### src/rtl/fetch_sequencer_if.sv
// Fetch sequencer bus bundle: instruction-memory request/response, the
// decode-side instruction handshake, the branch-controller redirect inputs,
// the architectural fetch PC and a debug view of the sequencer state.
//
// Handshake semantics (both channels):
//   imem side  : imem_req is held high with imem_addr stable until the cycle
//                imem_ack is high; imem_rdata is valid only in that cycle. A
//                request is never withdrawn except by reset.
//   decode side: an instruction transfers in a cycle where inst_valid and
//                inst_ready are both high; inst/inst_pc are stable while
//                inst_valid is high and no transfer has happened.
interface fetch_sequencer_if;
    logic        ex_valid;
    logic        jmp_enable;
    logic [29:0] jmp_addr;
    logic        imem_req;
    logic [29:0] imem_addr;
    logic        imem_ack;
    logic [31:0] imem_rdata;
    logic        inst_valid;
    logic        inst_ready;
    logic [31:0] inst;
    logic [29:0] inst_pc;
    logic [29:0] pc;
    logic [1:0]  state_dbg;

    // Sequencer side.
    modport master (
        input  ex_valid, jmp_enable, jmp_addr,
        input  imem_ack, imem_rdata,
        input  inst_ready,
        output imem_req, imem_addr,
        output inst_valid, inst, inst_pc,
        output pc, state_dbg
    );

    // Environment side: memory, decode and branch controller.
    modport slave (
        output ex_valid, jmp_enable, jmp_addr,
        output imem_ack, imem_rdata,
        output inst_ready,
        input  imem_req, imem_addr,
        input  inst_valid, inst, inst_pc,
        input  pc, state_dbg
    );
endinterface

### src/rtl/fetch_sequencer.sv
// Instruction-fetch sequencer for the multi-cycle RV32I core.
// Owns the word-addressed fetch PC, keeps at most one instruction-memory
// request outstanding, buffers one fetched instruction for decode and applies
// branch redirects, squashing any younger instruction in flight or buffered.
//
// State encoding (visible on state_dbg):
//   0 IDLE  : one cycle after reset, no request
//   1 FETCH : request to pc outstanding
//   2 HOLD  : instruction buffered, waiting for decode
//   3 KILL  : request to a stale address outstanding; its data is dropped
module fetch_sequencer #(
    parameter logic [29:0] RESET_PC = 30'h0000_0000
) (
    input  logic               clk,
    input  logic               rst,
    fetch_sequencer_if.master  bus
);

    typedef enum logic [1:0] {
        IDLE  = 2'd0,
        FETCH = 2'd1,
        HOLD  = 2'd2,
        KILL  = 2'd3
    } state_t;

    state_t      state;
    logic [29:0] pc_q;
    logic        valid_q;
    logic [31:0] inst_q;
    logic [29:0] inst_pc_q;
    logic        req_q;
    // Address presented on imem_addr. It follows pc whenever a new request is
    // launched, but is left untouched on a redirect in FETCH so that a killed
    // request keeps its original address until acknowledged.
    logic [29:0] addr_q;

    logic        redir;

    // A redirect is only meaningful when execute actually retires.
    assign redir = bus.ex_valid & bus.jmp_enable;

    // Single sequencer process: next state plus all registered outputs.
    always_ff @(posedge clk) begin
        if (rst) begin
            state     <= IDLE;
            pc_q      <= RESET_PC;
            valid_q   <= 1'b0;
            inst_q    <= 32'h0;
            inst_pc_q <= 30'h0;
            req_q     <= 1'b0;
            addr_q    <= 30'h0;
        end else begin
            case (state)
                IDLE: begin
                    state <= FETCH;
                    req_q <= 1'b1;
                    if (redir) begin
                        pc_q   <= bus.jmp_addr;
                        addr_q <= bus.jmp_addr;
                    end else begin
                        addr_q <= pc_q;
                    end
                end

                FETCH: begin
                    if (bus.imem_ack && !redir) begin
                        inst_q    <= bus.imem_rdata;
                        inst_pc_q <= pc_q;
                        valid_q   <= 1'b1;
                        pc_q      <= pc_q + 30'd1;
                        req_q     <= 1'b0;
                        state     <= HOLD;
                    end else if (bus.imem_ack && redir) begin
                        // Response belongs to the wrong path: drop it and
                        // immediately request the branch target.
                        pc_q   <= bus.jmp_addr;
                        addr_q <= bus.jmp_addr;
                    end else if (redir) begin
                        // Request still pending: cannot withdraw it, so wait
                        // for its ack in KILL with addr_q holding the old PC.
                        pc_q  <= bus.jmp_addr;
                        state <= KILL;
                    end
                end

                HOLD: begin
                    if (redir) begin
                        valid_q <= 1'b0;
                        pc_q    <= bus.jmp_addr;
                        addr_q  <= bus.jmp_addr;
                        req_q   <= 1'b1;
                        state   <= FETCH;
                    end else if (bus.inst_ready) begin
                        // pc was already advanced when this word was captured.
                        valid_q <= 1'b0;
                        addr_q  <= pc_q;
                        req_q   <= 1'b1;
                        state   <= FETCH;
                    end
                end

                KILL: begin
                    if (redir) begin
                        pc_q <= bus.jmp_addr;
                    end
                    if (bus.imem_ack) begin
                        // Stale data discarded; launch the newest target.
                        state  <= FETCH;
                        addr_q <= redir ? bus.jmp_addr : pc_q;
                    end
                end

                default: begin
                    state <= IDLE;
                    req_q <= 1'b0;
                end
            endcase
        end
    end

    // Outputs: all registered except inst_valid, which is masked by a
    // same-cycle redirect so a squashed instruction can never transfer.
    assign bus.imem_req   = req_q;
    assign bus.imem_addr  = addr_q;
    assign bus.inst_valid = valid_q & ~redir;
    assign bus.inst       = inst_q;
    assign bus.inst_pc    = inst_pc_q;
    assign bus.pc         = pc_q;
    assign bus.state_dbg  = state;

endmodule

### src/flat_wrapper.sv
// flat-port wrapper written by rule: the top's interface ports become plain ports
module fetch_sequencer_flat 
#(
    parameter logic [29:0] RESET_PC = 30'h0000_0000
)
  (clk, rst, bus_ex_valid, bus_jmp_enable, bus_jmp_addr, bus_imem_ack, bus_imem_rdata, bus_inst_ready, bus_imem_req, bus_imem_addr, bus_inst_valid, bus_inst, bus_inst_pc, bus_pc, bus_state_dbg);
  fetch_sequencer_if bus_i ();
  input  logic clk;
  input  logic rst;
  input wire logic [$bits(bus_i.ex_valid)-1:0] bus_ex_valid;
  input wire logic [$bits(bus_i.jmp_enable)-1:0] bus_jmp_enable;
  input wire logic [$bits(bus_i.jmp_addr)-1:0] bus_jmp_addr;
  input wire logic [$bits(bus_i.imem_ack)-1:0] bus_imem_ack;
  input wire logic [$bits(bus_i.imem_rdata)-1:0] bus_imem_rdata;
  input wire logic [$bits(bus_i.inst_ready)-1:0] bus_inst_ready;
  output wire logic [$bits(bus_i.imem_req)-1:0] bus_imem_req;
  output wire logic [$bits(bus_i.imem_addr)-1:0] bus_imem_addr;
  output wire logic [$bits(bus_i.inst_valid)-1:0] bus_inst_valid;
  output wire logic [$bits(bus_i.inst)-1:0] bus_inst;
  output wire logic [$bits(bus_i.inst_pc)-1:0] bus_inst_pc;
  output wire logic [$bits(bus_i.pc)-1:0] bus_pc;
  output wire logic [$bits(bus_i.state_dbg)-1:0] bus_state_dbg;
  assign bus_i.ex_valid = bus_ex_valid;
  assign bus_i.jmp_enable = bus_jmp_enable;
  assign bus_i.jmp_addr = bus_jmp_addr;
  assign bus_i.imem_ack = bus_imem_ack;
  assign bus_i.imem_rdata = bus_imem_rdata;
  assign bus_i.inst_ready = bus_inst_ready;
  assign bus_imem_req = bus_i.imem_req;
  assign bus_imem_addr = bus_i.imem_addr;
  assign bus_inst_valid = bus_i.inst_valid;
  assign bus_inst = bus_i.inst;
  assign bus_inst_pc = bus_i.inst_pc;
  assign bus_pc = bus_i.pc;
  assign bus_state_dbg = bus_i.state_dbg;
  fetch_sequencer #(.RESET_PC(RESET_PC)) u_core (.clk(clk), .rst(rst), .bus(bus_i));
endmodule
### config.mk
export PLATFORM = sky130hd
export DESIGN_NAME = fetch_sequencer_flat
export DESIGN_NICKNAME = d
export VERILOG_FILES = /design/src/rtl/fetch_sequencer_if.sv /design/src/rtl/fetch_sequencer.sv /design/src/flat_wrapper.sv
export SDC_FILE = /design/constraint.sdc
export NUM_CORES = 1
export LEC_CHECK = 0
export ABC_AREA = 1
export BUFFER_PORTS_ARGS = -buffer_cell sky130_fd_sc_hd__buf_2
export CORE_MARGIN = 4
export CORE_UTILIZATION = 55
export DETAILED_ROUTE_END_ITERATION = 6
export HOLD_SLACK_MARGIN = 0.03
export PLACE_DENSITY = 0.85
export SYNTH_ARGS = -nofsm -noshare
export SYNTH_HDL_FRONTEND = slang
export SYNTH_SLANG_ARGS = --single-unit
### constraint.sdc
create_clock -name clk -period 2.5 [get_ports clk]
set_input_delay 0.375 -clock clk [delete_from_list [all_inputs] [get_ports clk]]
set_output_delay 0.375 -clock clk [all_outputs]
set_load 0.02 [all_outputs]
==> results.yml <==
outcome:
  status: "finished, final reports clean"
logic_synthesis:
  synth_area_per_cell_um2: 6.420
  syn_nets: 1022
  ys.warnings.count: 0
  seq_area_frac_synth: 0.4123
  ys_ff_latch: 126
  synth_area_leader_cell: "dfxtp_1"
  synthCells: 953
  synth_top_area_frac: 0.4123
  synth_cell_types: 29
  yosys-top-cells-area: "dfxtp_1, nand2_1, nor2_1"
  syn_area_um2: 6118
route:
  wl_per_cell_um: 13.78
  top_layer: "met4"
  wl_um: 17610
  via_count: 6530
  wirelength_met1_um: 7977
  vias_per_cell: 5.110
  wl_met2_um: 7835
  drt_iter0_drc: 575
  met3_length_um: 1460
  drt_first_pass_iters: 6
  antenna_left: 0
  drc_errors: 0
timing:
  slew_headroom: 0.5500
  rsz0062_at_grt: "false"
  finalCriticalPeriod_ns: 2.034
  worst_pin_slew_ns: 0.6733
  min_period_over_period: 0.8136
  finalSetupViolCount: 0
  drv_slew: 0
  skew_ns: 0.01205
  max_freq_mhz: 491.7
  fin_setup_tns_ns: 0
  hold_viol_final: 0
clocking:
  cts_buffers: 17
  cts_sinks: 126
  cts_hold_buffers: 0
  clk_pin_slew_ns: 0.07
  clockBufferDepth: 2
  cts_max_level: 4
  insertion_delay_ns: 0.52
  cts_tree: "yes"
  post_cts_resized: 0
  post_cts_buffers: 0
  cts-root-buf: "clkbuf_8"
placed_design:
  place_area_um2: 7143
  port_buffers: 193
  dp_cells: 1246
  gp_routability_congestion: 0.9363
  dp_hpwl_um: 12640
layout:
  num_antenna_cells: 0
  drive_gt1_frac: 0.2232
  most-common-layout-cells: "nand2_1, nor2_1, buf_2"
  stdcell_count: 1278
  area_growth_pct: 25.97
  fin_area_um2: 7707
  seq_area_um2: 2522
  multi_input_comb_area_um2: 2904
  fillCellCount: 959
  nNetsFinal: 1194
  layout_commonest_cell: "nand2_1"
worst_setup_path:
  worstSetupStartpointType: "flip-flop"
  crit_path_end_kind: "flip-flop"
  r2r_start: "u_core.bus.state_dbg[0]"
  max_stage_delay_ns: 0.53
  critPathBufInv: 4
  path_cells: "inv_2 -> nor2_4 -> inv_2 -> nor2_4 -> buf_12 -> nand4_1 -> nand3_1 -> nand2_1 -> inv_1"
  cp_max_fo: 22
  critical-path-top-delay-family: "simple AND/OR/NAND/NOR gates"
  crit_start: "u_core.bus.state_dbg[0]"
  cp.arrival_ns: 2.50
  required_ns: 2.97
  crit_slowest_cell: "nor2_4"
  critPathKind: "flip-flop to flip-flop"
die:
  dieArea_um2: 12880
  die_w_um: 113.5
  die_h_um: 113.5
  ioPinCount: 194
  initial_core_util: 0.5644
  core-area_um2: 10840
  num_rows: 38
power:
  ir_drop_uv: 466.0
  powerDensity_nw_per_um2: 750.7
  leakagePower_nw: 3.829
grt:
  grt_max_degree: 64
  grt_pass1_wl_um: 28590
  first_global_vias: 5936
  grt_util_all_layers: 0.2696
  antenna_found_initial: 0
  overflow: 0
min_path:
  hp-start: "bus_imem_rdata[9]"
  hp-class: "primary input to flip-flop"
run:
  maxCapViolations: 0
[worst register-to-register path, stage by stage, from the launching register on]
cell and delay, ns:
dfxtp_1 0.37, inv_2 0.07, nor2_4 0.33, inv_2 0.10, nor2_4 0.53, buf_12 0.25, nand4_1 0.11, nand3_1 0.11
nand2_1 0.05, inv_1 0.05
[area by class of cell]
cell class,instances,area share
Multi-Input combinational cell,660,0.3768
Sequential cell,126,0.3273
Timing Repair Buffer,206,0.1445
Inverter,114,0.05552
Clock buffer,17,0.05373
Tap cell,140,0.02273
Clock inverter,15,0.01948
[metal layers]
metal	track usage	vias up
met3	0.04881	30
met2	0.4221	319
met5	0	-
met4	0.09215	0
li1	-	3334
met1	0.3759	2847
[state kept, by name (all words and copies together), names as in the netlist]
| name | cells |
|---|---|
| u_core.bus.inst | 32 |
| u_core.bus.imem_addr | 30 |
| u_core.bus.inst_pc | 30 |
| u_core.bus.pc | 30 |
| u_core.bus.state_dbg | 2 |
| u_core.bus.imem_req | 1 |
| u_core.valid_q | 1 |
[cell families after synthesis]
family                     Yosys count  share of synthesized area
and+or+nand+nor                    501                     0.3342
DFF                                126                     0.4123
AOI/OAI and AO/OA                  156                     0.1331
adders and majority gates            1                   0.002045
buffers and inverters              167                     0.1155
xor gates and xnor gates             2                   0.002864
[cell usage after synthesis]
| library cell | number |
|---|---|
| nand2_1 | 223 |
| nor2_1 | 197 |
| dfxtp_1 | 126 |
| inv_1 | 111 |
| o21ai_0 | 91 |
| nand3_1 | 41 |
| o21ai_1 | 28 |
| a21oi_1 | 23 |
| clkbuf_1 | 21 |
| buf_2 | 19 |
| nor3_1 | 18 |
| a211oi_1 | 10 |
| buf_4 | 7 |
| nand4_1 | 6 |
| nor2_2 | 6 |
| buf_6 | 4 |
| inv_2 | 3 |
| nand3b_1 | 3 |
| o211ai_1 | 3 |
| buf_1 | 2 |
| nand3_2 | 2 |
| nor2_4 | 2 |
| a31oi_1 | 1 |
| ha_1 | 1 |
| nand2_2 | 1 |
| nor2_8 | 1 |
| nor4_1 | 1 |
| xnor2_1 | 1 |
| xor2_1 | 1 |
[worst paths after layout]
| path | to | slack [ns] | depth (start not counted) |
|---|---|---|---|
| max | u_core.bus.pc[20] | 0.47 | 9 |
| min | u_core.bus.inst[9] | 0.1 | 3 |
| max reg2reg | u_core.bus.pc[20] | 0.47 | 9 |
| min reg2reg | u_core.valid_q | 0.46 | 2 |
[metrics by stage]
stage | power (mW) | setup WS (ns) | hold WS, ns | util
detailed placement | 3.448 | 0.3921 | 0.4517 | 0.6589
floorplan | 3.088 | 0.8361 | 0.4301 | -
global placement | 3.428 | 0.4805 | 0.4421 | 0.6589
CTS | 5.799 | 0.4825 | 0.1037 | 0.7110
finish | 5.786 | 0.4660 | 0.09897 | 0.7110
global route | 6.045 | 0.3007 | 0.1124 | 0.7110
[power breakdown]
part / leakage, nW / total, mW / internal, mW / switching [mW]
Combinational: 2.52 / 1.11 / 0.372 / 0.743
Sequential: 1.03 / 2.30 / 2.18 / 0.125
Clock: 0.271 / 2.37 / 1.35 / 1.02
Total: 3.83 / 5.79 / 3.90 / 1.88
No activity file was read; power rests on OpenSTA's default activity.
